[config.mk]
export PLATFORM = sky130hd
export DESIGN_NAME = vrf_transfer_sequencer
export DESIGN_NICKNAME = d
export VERILOG_FILES = /design/src/rtl/vrf_transfer_sequencer.sv
export SDC_FILE = /design/constraint.sdc
export NUM_CORES = 1
export LEC_CHECK = 0
export CAP_MARGIN = 10
export CELL_PAD_IN_SITES_DETAIL_PLACEMENT = 0
export CELL_PAD_IN_SITES_GLOBAL_PLACEMENT = 2
export CORE_ASPECT_RATIO = 2
export CORE_UTILIZATION = 19
export DETAILED_ROUTE_END_ITERATION = 10
export PLACE_DENSITY = 0.88
export SKIP_LAST_GASP = 1
export SYNTH_ARGS = -nofsm -noshare
export SYNTH_HDL_FRONTEND = slang
export SYNTH_SLANG_ARGS = --single-unit
[constraint.sdc]
create_clock -name clk -period 2.4 [get_ports clk]
set_input_delay 0.36 -clock clk [delete_from_list [all_inputs] [get_ports clk]]
set_output_delay 0.36 -clock clk [all_outputs]
set_load 0.01 [all_outputs]
[src/rtl/vrf_transfer_sequencer.sv]
// Streams words between a vector register file and ready/valid ports.
// The write path is pass-through. The read path has a one-word output register.
module vrf_transfer_sequencer #(
    parameter int unsigned DATA_W = 64,
    parameter int unsigned ADDR_W = 1,
    parameter int unsigned CNT_W  = 4
) (
    input  logic              clk,
    input  logic              rst_n,
    input  logic              cmd_valid,
    output logic              cmd_ready,
    input  logic              cmd_write,
    input  logic [ADDR_W-1:0] cmd_base,
    input  logic [CNT_W-1:0]  cmd_count,
    input  logic              in_valid,
    output logic              in_ready,
    input  logic [DATA_W-1:0] in_data,
    output logic              out_valid,
    input  logic              out_ready,
    output logic [DATA_W-1:0] out_data,
    output logic              vrf_we,
    output logic [ADDR_W-1:0] vrf_wa,
    output logic [ADDR_W-1:0] vrf_ra,
    output logic [DATA_W-1:0] vrf_wd,
    input  logic [DATA_W-1:0] vrf_rd,
    output logic              done
);

    typedef enum logic [1:0] {
        IDLE,
        WRITE,
        READ,
        DONE
    } state_t;

    state_t            state_q;
    logic [ADDR_W-1:0] addr_q;
    logic [ADDR_W-1:0] ra_q;
    logic [CNT_W-1:0]  rem_q;
    logic              arm_q;
    logic              out_valid_q;
    logic [DATA_W-1:0] out_data_q;
    logic              capture_d;
    logic              out_hs_d;
    logic              rd_last_d;

    always_comb begin
        cmd_ready = (state_q == IDLE);
        in_ready  = (state_q == WRITE);
        vrf_we    = in_valid & in_ready;
        vrf_wa    = addr_q;
        vrf_wd    = in_data;
        vrf_ra    = (state_q == READ) ? addr_q : ra_q;
        out_valid = out_valid_q;
        out_data  = out_data_q;
        done      = (state_q == DONE);
        out_hs_d  = out_valid_q & out_ready;
        // The first READ cycle only presents the address; capture starts on the next one.
        capture_d = (state_q == READ) && !arm_q && (rem_q != '0) &&
                    (!out_valid_q || out_ready);
        rd_last_d = (rem_q == '0) && (!out_valid_q || out_ready);
    end

    always_ff @(posedge clk or negedge rst_n) begin
        if (!rst_n) begin
            state_q     <= IDLE;
            addr_q      <= '0;
            ra_q        <= '0;
            rem_q       <= '0;
            arm_q       <= 1'b0;
            out_valid_q <= 1'b0;
            out_data_q  <= '0;
        end else begin
            ra_q <= vrf_ra;
            case (state_q)
                IDLE: begin
                    if (cmd_valid) begin
                        addr_q <= cmd_base;
                        rem_q  <= cmd_count;
                        if (cmd_count == '0) begin
                            state_q <= DONE;
                        end else if (cmd_write) begin
                            state_q <= WRITE;
                        end else begin
                            state_q <= READ;
                            arm_q   <= 1'b1;
                        end
                    end
                end
                WRITE: begin
                    if (vrf_we) begin
                        addr_q <= addr_q + ADDR_W'(1);
                        rem_q  <= rem_q - CNT_W'(1);
                        if (rem_q == CNT_W'(1)) begin
                            state_q <= DONE;
                        end
                    end
                end
                READ: begin
                    arm_q <= 1'b0;
                    if (capture_d) begin
                        out_data_q  <= vrf_rd;
                        out_valid_q <= 1'b1;
                        addr_q      <= addr_q + ADDR_W'(1);
                        rem_q       <= rem_q - CNT_W'(1);
                    end else if (out_hs_d) begin
                        out_valid_q <= 1'b0;
                    end
                    if (rd_last_d) begin
                        state_q <= DONE;
                    end
                end
                DONE: begin
                    state_q <= IDLE;
                end
                default: begin
                    state_q <= IDLE;
                end
            endcase
        end
    end

endmodule

After elaboration in Yosys (flattened, before gate mapping)
Cells that the tools add are included.
{ "op_classes": {"n_addsub": 2, "n_mul": 0, "div": 0, "n_lt_le_gt_ge": 0, "eq_ne": 11, "shift": 0, "n_mux": 22, "bitwise_logic": 2, "n_reduce_logical": 19} }
{ "ops": {"columns": ["cell", "n"], "rows": [
  ["2-bit two-way mux", 6],
  ["4-bit two-way mux", 3],
  ["4-bit case mux with 3 select lines", 1],
  ["4-bit AND reduction", 3],
  ["2-bit != test, second input constant", 5],
  ["1-bit two-way mux", 9],
  ["4-bit zero test", 2],
  ["2-bit case mux with 4 select lines", 1],
  ["2-bit == test, second input constant", 2],
  ["4-bit by 1-bit == test with 1-bit output, second input constant", 1],
  ["1-bit logical AND", 4],
  ["2-bit by 1-bit != test with 1-bit output, second input constant", 2],
  ["2-bit AND reduction", 2],
  ["2-bit nonzero test", 2],
  ["4-bit nonzero test", 1],
  ["4-bit by 1-bit subtractor with 4-bit output, second input constant", 1],
  ["1-bit case mux with 3 select lines", 1],
  ["3-bit nonzero test", 1],
  ["1-bit AND", 2],
  ["2-bit by 1-bit == test with 1-bit output, second input constant", 1],
  ["1-bit zero test", 2],
  ["2-bit zero test", 1],
  ["1-bit case mux with 2 select lines", 1],
  ["1-bit adder, second input constant", 1],
  ["1-bit logical OR", 1]
]} }
{ "totals": {"register_bits": 74, "latchBits": 0, "mem_bits_rw": 0, "rom_bits": 0, "out_inout_bits": 135, "elab_cells": 63, "memories": 0} }

Depth between registers and ports, before layout
{ "logic_depth": {"ltp_word": 6, "depth_mapped": 7} }

Least setup slack after synthesis
OpenSTA, ideal clock, no wires.
{ "synth_path": {"path_type": "register -> register", "startpoint": "register state_q[0]", "endpoint": "register out_data_q[15], in the netlist out_data[15]", "arrival_ps": 1781, "t_required_ps": 2275, "path_slack_ps": 494, "stages_incl_launch_ff": 8, "path_buffers": 2, "cell_sequence": "dfrtp_1 inv_1 ha_1 buf_2 nand2_1 nor3_4 buf_6 mux2_2"} }
{ "synth_via": {"elab_chain_cells": 5} }
{ "synth_lines": {"columns": ["element", "line_no", "source"], "rows": [
  ["from (decl)", "36", "state_t state_q;"],
  ["from (signal assigned)", "66", "state_q <= IDLE;"],
  ["from (signal assigned)", "81", "state_q <= DONE;"],
  ["from (signal assigned)", "83", "state_q <= WRITE;"],
  ["2-bit == test (*)", "59, 75", null],
  ["1-bit logical AND (3 in a row)", "59", "capture_d = (state_q == READ) && !arm_q && (rem_q != '0) &&"],
  ["2-bit AND reduction (no source line) (*)", null, null],
  ["to (signal assigned)", "102", "out_data_q <= vrf_rd;"],
  ["to (decl)", "42", "logic [DATA_W-1:0] out_data_q;"]
]} }
Mark *: on every way between the ends. The rest lies on a longest branch, timed or not.
A chain may end at the register's enable or synchronous reset.

Worst setup path after layout
{ "layout_path": {"startpoint": "register state_q[0]", "endpoint": "output port vrf_ra"} }
{ "layout_via": {"elab_chain_cells": 2} }
{ "layout_lines": {"columns": ["element", "line_no", "source"], "rows": [
  ["2-bit == test", "53", "vrf_ra = (state_q == READ) ? addr_q : ra_q;"],
  ["1-bit two-way mux", "53", null],
  ["to (decl)", "23", "output logic [ADDR_W-1:0] vrf_ra,"]
]} }
No other way between the ends.

==> results.tsv <==
stage	metric	value	unit
sta	min_period_over_period	0.941	
clock_tree	cts_tree	built	
yosys	ys_warn_count	0	
clock_tree	cts_made_buffers	9	
yosys	synthesis.nets	419	
critical_path	cp.arrival	1.90	ns
clock_tree	root_buffer	clkbuf_16	
placed_design	port_buffers	145	
sta	timing.fmax	443	MHz
clock_tree	clock_latency	0.34	ns
layout	final_common_cell	clkdlybuf4s50_1	
sta	hold-worst-slack	0.179	ns
route	avgRoutedWirePerCell	16.3	um
yosys	syn_area_per_cell	13.2	sq um
yosys	synthCells	273	
yosys	ys_seq_elements	74	
route	routed_wl	9460	um
layout	layout_common_cells	144 x clkdlybuf4s50_1, 74 x dfrtp_1, 61 x mux2_2, 9 x clkbuf_16, 8 x mux2i_1	
layout	insertedDiodeCount	0	
sta	finalSetupViolCount	0	
yosys	syn_area	3600	sq um
route	num_vias	2344	
yosys	yosys_most_used_dff	dfrtp_1	
route	first_iter_violations	33	
worst_hold_path	hp-class	in2async	
global_route	grt_pass1_wl	13900	um
yosys	synth.distinct_cells	33	
critical_path	critical_path_class	reg2out	
power_and_ir_drop	p_per_area	1400	nW/um^2
floorplanning	start_util	0.196	
job	cap_violations	0	
layout	nNetsFinal	506	
critical_path	required	2.04	ns
route	dr.pass1.iters	4	
global_route	grt_max_degree	75	
clock_tree	path_clk_slew	0.06	ns
route	antenna_left	0	
floorplanning	ioPinCount	274	
placed_design	dpl.hpwl	7260	um
floorplanning	rows	70	
power_and_ir_drop	peakVddDrop	0.472	mV
sta	worst_pin_slew	0.946	ns
sta	rsz0062_at_grt	no	
critical_path	reg2reg_depth	6	
floorplanning	die_h	197	um
placed_design	place_congestion	0.753	
yosys	synth-edff-count	0	
power_and_ir_drop	leakagePower	2.06	nW
sta	drv_slew	0	
floorplanning	die_w	99.4	um
clock_tree	clkSinkCount	74	
layout	drive_above_1_share	0.241	
layout	fillCellCount	1932	
critical_path	cp-start-kind	register	
route	drcViolationCount	0	
sta	min_period	2.26	ns
global_route	antenna_found_initial	0	
sta	skew	0.00839	ns
sta	finalHoldViolations	0	
clock_tree	cts_buffer_depth	2	
clock_tree	htree_levels	3	
route	via_per_inst	4.03	
layout	area_delta_synth_final	42.3	%
sta	slew_headroom	0.369	
yosys	async_flop_share	1.00	
floorplanning	dieArea	19600	sq um
sta	finalSetupTns	0	ns
critical_path	endpoint_kind	primary output	
floorplanning	fp.coreArea	18400	sq um
global_route	grt_remaining_overflow	0	
global_route	grtUsageTotal	0.0986	
yosys	yosysSeqAreaShare	0.514	
run_status	outcome	complete, no violations	
global_route	grt_pass1_vias	2576	
critical_path	crit_fanout	8	
## synthesized netlist by cell type, types with 2 or more instances
master / count / area (sq um)
nand4_1: 2 / 12.5
nand3_1: 2 / 10.0
ha_1: 7 / 87.6
dfrtp_1: 74 / 1850
inv_1: 8 / 30.0
mux2_2: 61 / 687
buf_6: 6 / 67.6
o22ai_1: 2 / 12.5
mux2_1: 4 / 45.0
nand3b_1: 2 / 15.0
nand2_1: 5 / 18.8
mux2i_1: 8 / 80.1
buf_4: 64 / 480
nor3_1: 3 / 15.0
nand2b_1: 3 / 18.8
nor2b_1: 5 / 31.3
## stage by stage
stage	utilization	std cells	power [mW]	setup WS, ns	area, sq um
floorplan	-	273	4.23	0.494	3600
global placement	0.262	565	5.75	0.317	4810
detailed placement	0.262	565	5.88	0.289	4810
CTS	0.279	581	7.33	0.0460	5130
global route	0.279	581	7.66	0.0652	5130
finish	0.279	581	7.18	0.142	5130
## worst max-delay path: stages (launching register included)
cell,delay (ns)
dfrtp_1,0.41
inv_2,0.12
ha_4,0.20
mux2_2,0.36
clkdlybuf4s50_1,0.49
## path summary, 6_finish.rpt
path,slack [ns],start,endpoint
setup / recovery,0.14,state_q[0],vrf_ra
hold / removal,0.18,rst_n,out_data[8]
min in group clk,0.49,out_data[51],out_data[51]
setup reg to reg,0.45,rem_q[0],out_data[9]
max in group asynchronous,1.61,rst_n,rem_q[3]
hold reg to reg,0.49,out_data[51],out_data[51]
## flip-flops by register name, summed over array words and instances (netlist names)
| name | count |
|---|---|
| out_data | 64 |
| rem_q | 4 |
| state_q | 2 |
| arm_q | 1 |
| out_valid | 1 |
| ra_q | 1 |
| vrf_wa | 1 |
## metal layers
layer | wire (um) | vias up | track usage | share of wire
met3 | 737 | 78 | 0.0273 | 0.078
met5 | 0 | - | 0 | 0
met4 | 980 | 0 | 0.117 | 0.10
li1 | - | 1040 | - | -
met1 | 2620 | 1106 | 0.0733 | 0.28
met2 | 5110 | 120 | 0.181 | 0.54
## power breakdown
group          switching (mW)  total (mW)  internal [mW]
sequential              0.338        2.25           1.91
clock                   0.531        1.36          0.833
combinational            1.39        3.56           2.17
total                    2.26        7.18           4.91
## cell type report
cell class	count	area, sq um	share of cell area
tap	216	270	0.0527
multi-input combinational	119	1180	0.230
clock buffer	10	239	0.0466
timing repair buffer	148	1500	0.292
clock inverter	6	63.8	0.0124
inverter	8	30.0	0.00586
sequential	74	1850	0.361
## timing repair
action	CTS	global route
hold buffers	0	0
buffers inserted	0	0
setup endpoints to repair	1	1
gates resized for setup	2	1
endpoints found under the hold margin	0	0
## kinds of logic (layout without fill, tap and decap cells)
group           after synthesis  in the layout  synth area share
buf+inv                      80            172             0.163
flops                        74             74             0.514
mux                          73             73             0.225
simple gates                 29             29            0.0507
compound gates               10             10            0.0229
fa+ha+maj                     7              7            0.0243
No activity file was read; power rests on OpenSTA's default activity.
